[config.mk]
export PLATFORM = sky130hd
export DESIGN_NAME = immenc
export DESIGN_NICKNAME = d
export VERILOG_FILES = /design/src/rtl/imm_pkg.sv /design/src/rtl/immenc_pack.sv /design/src/rtl/immenc.sv
export SDC_FILE = /design/constraint.sdc
export NUM_CORES = 1
export LEC_CHECK = 0
export ABC_AREA = 1
export BUFFER_PORTS_ARGS = -buffer_cell sky130_fd_sc_hd__buf_2
export CORE_UTILIZATION = 43
export CTS_CLUSTER_SIZE = 8
export DETAILED_ROUTE_END_ITERATION = 10
export PLACE_DENSITY = 0.76
export SLEW_MARGIN = 10
export SYNTH_ARGS = -nofsm -noshare
export SYNTH_HDL_FRONTEND = slang
export SYNTH_SLANG_ARGS = --single-unit
[constraint.sdc]
create_clock -name i_clk -period 1.3 [get_ports i_clk]
set_clock_uncertainty 0.1 [all_clocks]
set_input_delay 0.065 -clock i_clk [delete_from_list [all_inputs] [get_ports i_clk]]
set_output_delay 0.065 -clock i_clk [all_outputs]
set_load 0.02 [all_outputs]
[src/rtl/imm_pkg.sv]
`default_nettype none
// +--------------------------------------------------------------------------+
// | imm_pkg : immediate format selects and per-format instr[31:7] masks,     |
// |           shared by the immediate encoder and generator.  Rev 1.0       |
// +--------------------------------------------------------------------------+
package imm_pkg;

  typedef enum logic [2:0] {
    IMM_NONE = 3'd0,
    IMM_I    = 3'd1,
    IMM_S    = 3'd2,
    IMM_B    = 3'd3,
    IMM_U    = 3'd4,
    IMM_J    = 3'd5
  } imm_sel_e;

  // Masks are expressed over instr[31:7], so bit 0 here is instr[7].
  localparam logic [24:0] MASK_I  = 25'h1FFE000;
  localparam logic [24:0] MASK_SB = 25'h1FC001F;
  localparam logic [24:0] MASK_UJ = 25'h1FFFFE0;

  // True when v[31:lsb] is not a pure sign extension.
  function automatic logic sext_bad(input logic [31:0] v, input int unsigned lsb);
    logic [31:0] hi;
    logic [31:0] ones;
    hi   = v >> lsb;
    ones = 32'hFFFF_FFFF >> lsb;
    return (hi != 32'd0) && (hi != ones);
  endfunction

endpackage
`default_nettype wire

[src/rtl/immenc_pack.sv]
`default_nettype none
// +--------------------------------------------------------------------------+
// | immenc_pack : combinational immediate scatter, base merge and range      |
// |               check (check built only with IMMENC_CHECK_EN).  Rev 1.0    |
// +--------------------------------------------------------------------------+
module immenc_pack
  import imm_pkg::*;
(
  input  logic [2:0]  sel,
  input  logic [31:0] imm,
  input  logic [24:0] base,
  output logic [24:0] data,
  output logic        err
);

  logic [24:0] place;
  logic [24:0] mask;

  always_comb begin
    place = '0;
    mask  = '0;
    case (imm_sel_e'(sel))
      IMM_I: begin
        place[24:13] = imm[11:0];
        mask         = MASK_I;
      end
      IMM_S: begin
        place[24:18] = imm[11:5];
        place[4:0]   = imm[4:0];
        mask         = MASK_SB;
      end
      IMM_B: begin
        place[24]    = imm[12];
        place[0]     = imm[11];
        place[23:18] = imm[10:5];
        place[4:1]   = imm[4:1];
        mask         = MASK_SB;
      end
      IMM_U: begin
        place[24:5]  = imm[31:12];
        mask         = MASK_UJ;
      end
      IMM_J: begin
        place[24]    = imm[20];
        place[12:5]  = imm[19:12];
        place[13]    = imm[11];
        place[23:14] = imm[10:1];
        mask         = MASK_UJ;
      end
      default: ;
    endcase
  end

  // An empty mask on an illegal select passes the base through untouched.
  assign data = (base & ~mask) | place;

`ifdef IMMENC_CHECK_EN
  logic bad;

  always_comb begin
    bad = 1'b1;
    case (imm_sel_e'(sel))
      IMM_I:   bad = sext_bad(imm, 11);
      IMM_S:   bad = sext_bad(imm, 11);
      IMM_B:   bad = imm[0] | sext_bad(imm, 12);
      IMM_U:   bad = |imm[11:0];
      IMM_J:   bad = imm[0] | sext_bad(imm, 20);
      default: bad = 1'b1;
    endcase
  end

  assign err = bad;
`else
  assign err = 1'b0;
`endif

endmodule
`default_nettype wire

[src/rtl/immenc.sv]
`default_nettype none
// +--------------------------------------------------------------------------+
// | immenc : two-stage valid/ready immediate encoder with saturating error   |
// |          counter; checks/counter built with IMMENC_CHECK_EN.  Rev 1.0    |
// +--------------------------------------------------------------------------+
module immenc
  import imm_pkg::*;
#(
  parameter int CNT_W = 16
) (
  input  logic             i_clk,
  input  logic             i_rst_n,
  input  logic [2:0]       i_imm_sel,
  input  logic [31:0]      i_imm,
  input  logic [24:0]      i_base,
  input  logic             i_valid,
  output logic             o_ready,
  output logic [24:0]      o_data,
  output logic             o_err,
  output logic             o_valid,
  input  logic             i_ready,
  input  logic             i_err_clr,
  output logic [CNT_W-1:0] o_err_cnt
);

  logic [24:0] enc_data;
  logic        enc_err;

  logic        s1_valid;
  logic [24:0] s1_data;
  logic        s1_err;

  logic        handoff;
  logic        s2_load;
  logic        s1_move;
  logic        accept;

  immenc_pack u_pack (
    .sel  (i_imm_sel),
    .imm  (i_imm),
    .base (i_base),
    .data (enc_data),
    .err  (enc_err)
  );

  assign handoff = o_valid & i_ready;
  assign s2_load = !o_valid | handoff;
  assign s1_move = s1_valid & s2_load;
  assign o_ready = !s1_valid | s1_move;
  assign accept  = i_valid & o_ready;

  always_ff @(posedge i_clk or negedge i_rst_n) begin
    if (!i_rst_n) begin
      s1_valid <= 1'b0;
      s1_data  <= '0;
      s1_err   <= 1'b0;
    end else if (o_ready) begin
      s1_valid <= i_valid;
      if (accept) begin
        s1_data <= enc_data;
        s1_err  <= enc_err;
      end
    end
  end

  // Output data only changes on a real S1->S2 move, keeping it stable while stalled.
  always_ff @(posedge i_clk or negedge i_rst_n) begin
    if (!i_rst_n) begin
      o_valid <= 1'b0;
      o_data  <= '0;
      o_err   <= 1'b0;
    end else if (s2_load) begin
      o_valid <= s1_valid;
      if (s1_valid) begin
        o_data <= s1_data;
        o_err  <= s1_err;
      end
    end
  end

`ifdef IMMENC_CHECK_EN
  always_ff @(posedge i_clk or negedge i_rst_n) begin
    if (!i_rst_n) begin
      o_err_cnt <= '0;
    end else if (i_err_clr) begin
      o_err_cnt <= '0;
    end else if (handoff && o_err && !(&o_err_cnt)) begin
      o_err_cnt <= o_err_cnt + 1'b1;
    end
  end
`else
  logic unused_err_clr;
  assign unused_err_clr = i_err_clr;
  assign o_err_cnt      = '0;
`endif

endmodule
`default_nettype wire
==> impl_metrics.csv <==
group,metric,value,unit
run_status,run_status,"complete, but fails checks",
run_status,violations,"negative hold slack",
global_routing,grt_max_degree,53,
setup_path,crit_path_end_kind,"flip-flop",
sta,finalSetupViolCount,0,
die,die_y,79.6,um
clock_tree,clk_path_buf_depth,2,
sta,rsz0062_at_grt,"true",
synth,netlist.area_leader.share,50.3,%
setup_path,required,1.40,ns
synth,synth_cell_types,24,
place,dp_hpwl,4580,um
synth,netlist_area,2590,um2
synth,ys_seq_area_share,50.3,%
setup_path,startpoint_type,"flip-flop",
finish,design_area,3650,um2
setup_path,critPathKind,"flip-flop to flip-flop",
drt,via_count,2545,
sta,finalHoldViolCount,1,
drt,drt_first_pass_iters,4,
global_routing,grt_overflow_total,0,
finish,diodes,0,
clock_tree,clk_pin_slew_worst_paths,0.09,ns
place,post-place-ws,-0.0134,ns
setup_path,path_max_fanout,16,
synth,synth-main-ff-cell,"dfrtp_1",
sta,hold_ws,-0.0660,ns
synth,synth_most_common_cell,"nand2_1",
min_path,min_path_type,"primary input to flip-flop",
synth,synth_commonest_cells,"nand2_1, dfrtp_1, o21ai_0",
clock_tree,cts_root_buf,"clkbuf_8",
sta,report.final.slew_viol_count,0,
sta,timing.setup.tns,0,ns
synth,synthCells,297,
power_and_ir_drop,p_leak,1.91,nW
finish,fillers,449,
global_routing,grt_first_pass_wirelength,11400,um
die,die_area,6330,um2
drt,drtIter0Drc,157,
die,die_w,79.6,um
synth,ys_ff_latch,52,
finish,ff_latch_area,1300,um2
sta,final.min_clock_period,1.27,ns
finish,multi_input_area,1080,um2
finish,nNetsFinal,494,
clock_tree,clock_sink_count,52,
power_and_ir_drop,peakVddDrop,0.795,mV
finish,drive_gt1_share,33.5,%
die,initial_utilization,45.8,%
drt,wl,7250,um
clock_tree,tritoncts,"done",
place,dp.cells,457,
setup_path,cp_data_arrival_time,1.37,ns
die,ioPinCount,109,
sta,fin_crit_sh,97.7,%
clock_tree,cts_made_buffers,5,
power_and_ir_drop,total_power,5.11,mW
synth,synthArstFlopShare,100,%
global_routing,grt_antenna_before_repair,0,
finish,finalNonFillerCells,502,
place,dpl_cell_area,3150,um2
global_routing,grt_pass1_vias,2455,
clock_tree,htreeDepth,2,
clock_tree,ctsHoldBuffers,34,
finish,fin_util,64.7,%
sta,setup_ws,0.0295,ns
drt,avgRoutedWirePerCell,14.4,um
place,place.gp.congestion,0.841,
clock_tree,insertion_delay,0.31,ns
flow_run,maxCapViolations,0,
synth,synth_top_area_cell,"dfrtp_1",
synth,yosys-top-cells-area,"dfrtp_1, nand2_1, o21ai_0",
finish,area_growth_syn_to_layout,41.2,%
synth,syn_avg_cell_area,8.71,um2
die,rows,27,
drt,ant_nets,0,
sta,timing.fmax,0.787,GHz
place,port-buffer-count,90,
power_and_ir_drop,p_per_area,1400,nW/um2
synth,synth-edff-count,0,
synth,yosysWarningCount,0,
drt,vias_per_cell,5.07,
die,core-area,5640,um2
drt,drc,0,
global_routing,grt.total_usage,23.8,%
## area by class of cell
cell class,count,share of cell area (%)
clock buffer,5,1.88
inverter,24,2.54
tap,72,2.47
sequential,52,35.7
timing repair buffer,140,26.7
clock inverter,3,1.16
multi-input combinational,206,29.6
## registers in the layout (all words and copies together) (netlist names)
signal	flops
o_data	25
s1_data	25
o_valid	1
s1_valid	1
## cell families after synthesis
logic type | share of synthesized area, %
flops | 50.3
other cells | 0.145
compound gates | 12.8
mux | 5.66
buf+inv | 11.9
simple gates | 19.1
## power breakdown
part | switching [mW] | internal [mW] | leakage (nW)
Combinational | 1.03 | 0.752 | 1.22
Sequential | 0.206 | 2.02 | 0.637
Clock | 0.527 | 0.570 | 0.0541
Total | 1.76 | 3.34 | 1.91
## per-layer routing
metal / GRT usage [%] / wire length, um / part of all wire, % / vias to the layer above
li1: - / - / - / 1195
met1: 29.3 / 2800 / 39 / 1199
met2: 38.2 / 3650 / 50 / 121
met3: 4.91 / 487 / 6.7 / 30
met4: 14.2 / 310 / 4.3 / 0
met5: 0 / 0 / 0 / -
## critical path: stages, from the launching register on
cell     delay [ns]
dfrtp_2        0.41
nand2_2        0.06
nand2_2        0.09
buf_12         0.16
mux2_2         0.34
## cell usage in the layout, fill, tap and decap left out, drive strengths merged
cell / count
conb: 17
clkbuf: 6
nand2: 80
o21ai: 41
clkinvlp: 1
nand4: 3
inv: 24
nor3: 1
bufinv: 1
dlygate4sd3: 34
o211ai: 8
a21oi: 11
nand3: 18
mux2: 13
clkinv: 1
buf: 105
nor2: 14
dfrtp: 52
## path summary, 6_finish.rpt
check	start	slack [ns]	end	cells past startpoint
min in group asynchronous	i_rst_n	0.18	s1_data[12]	3
max in group asynchronous	i_rst_n	0.67	o_valid	3
setup reg to reg	o_valid	0.03	o_data[14]	4
hold / removal	i_ready	-0.07	o_valid	4
setup / recovery	o_valid	0.03	o_data[14]	4
hold reg to reg	o_data[2]	0.39	o_data[2]	2
## repair_timing
| action | 4_1_cts | 5_1_grt |
|---|---|---|
| endpoints found under the hold margin | 76 | 1 |
| cloned | 0 | 1 |
| buffers inserted | 0 | 2 |
| endpoints found under the setup margin | 13 | 19 |
| gates resized for setup | 3 | 7 |
Power figures use the tool's default switching activity.
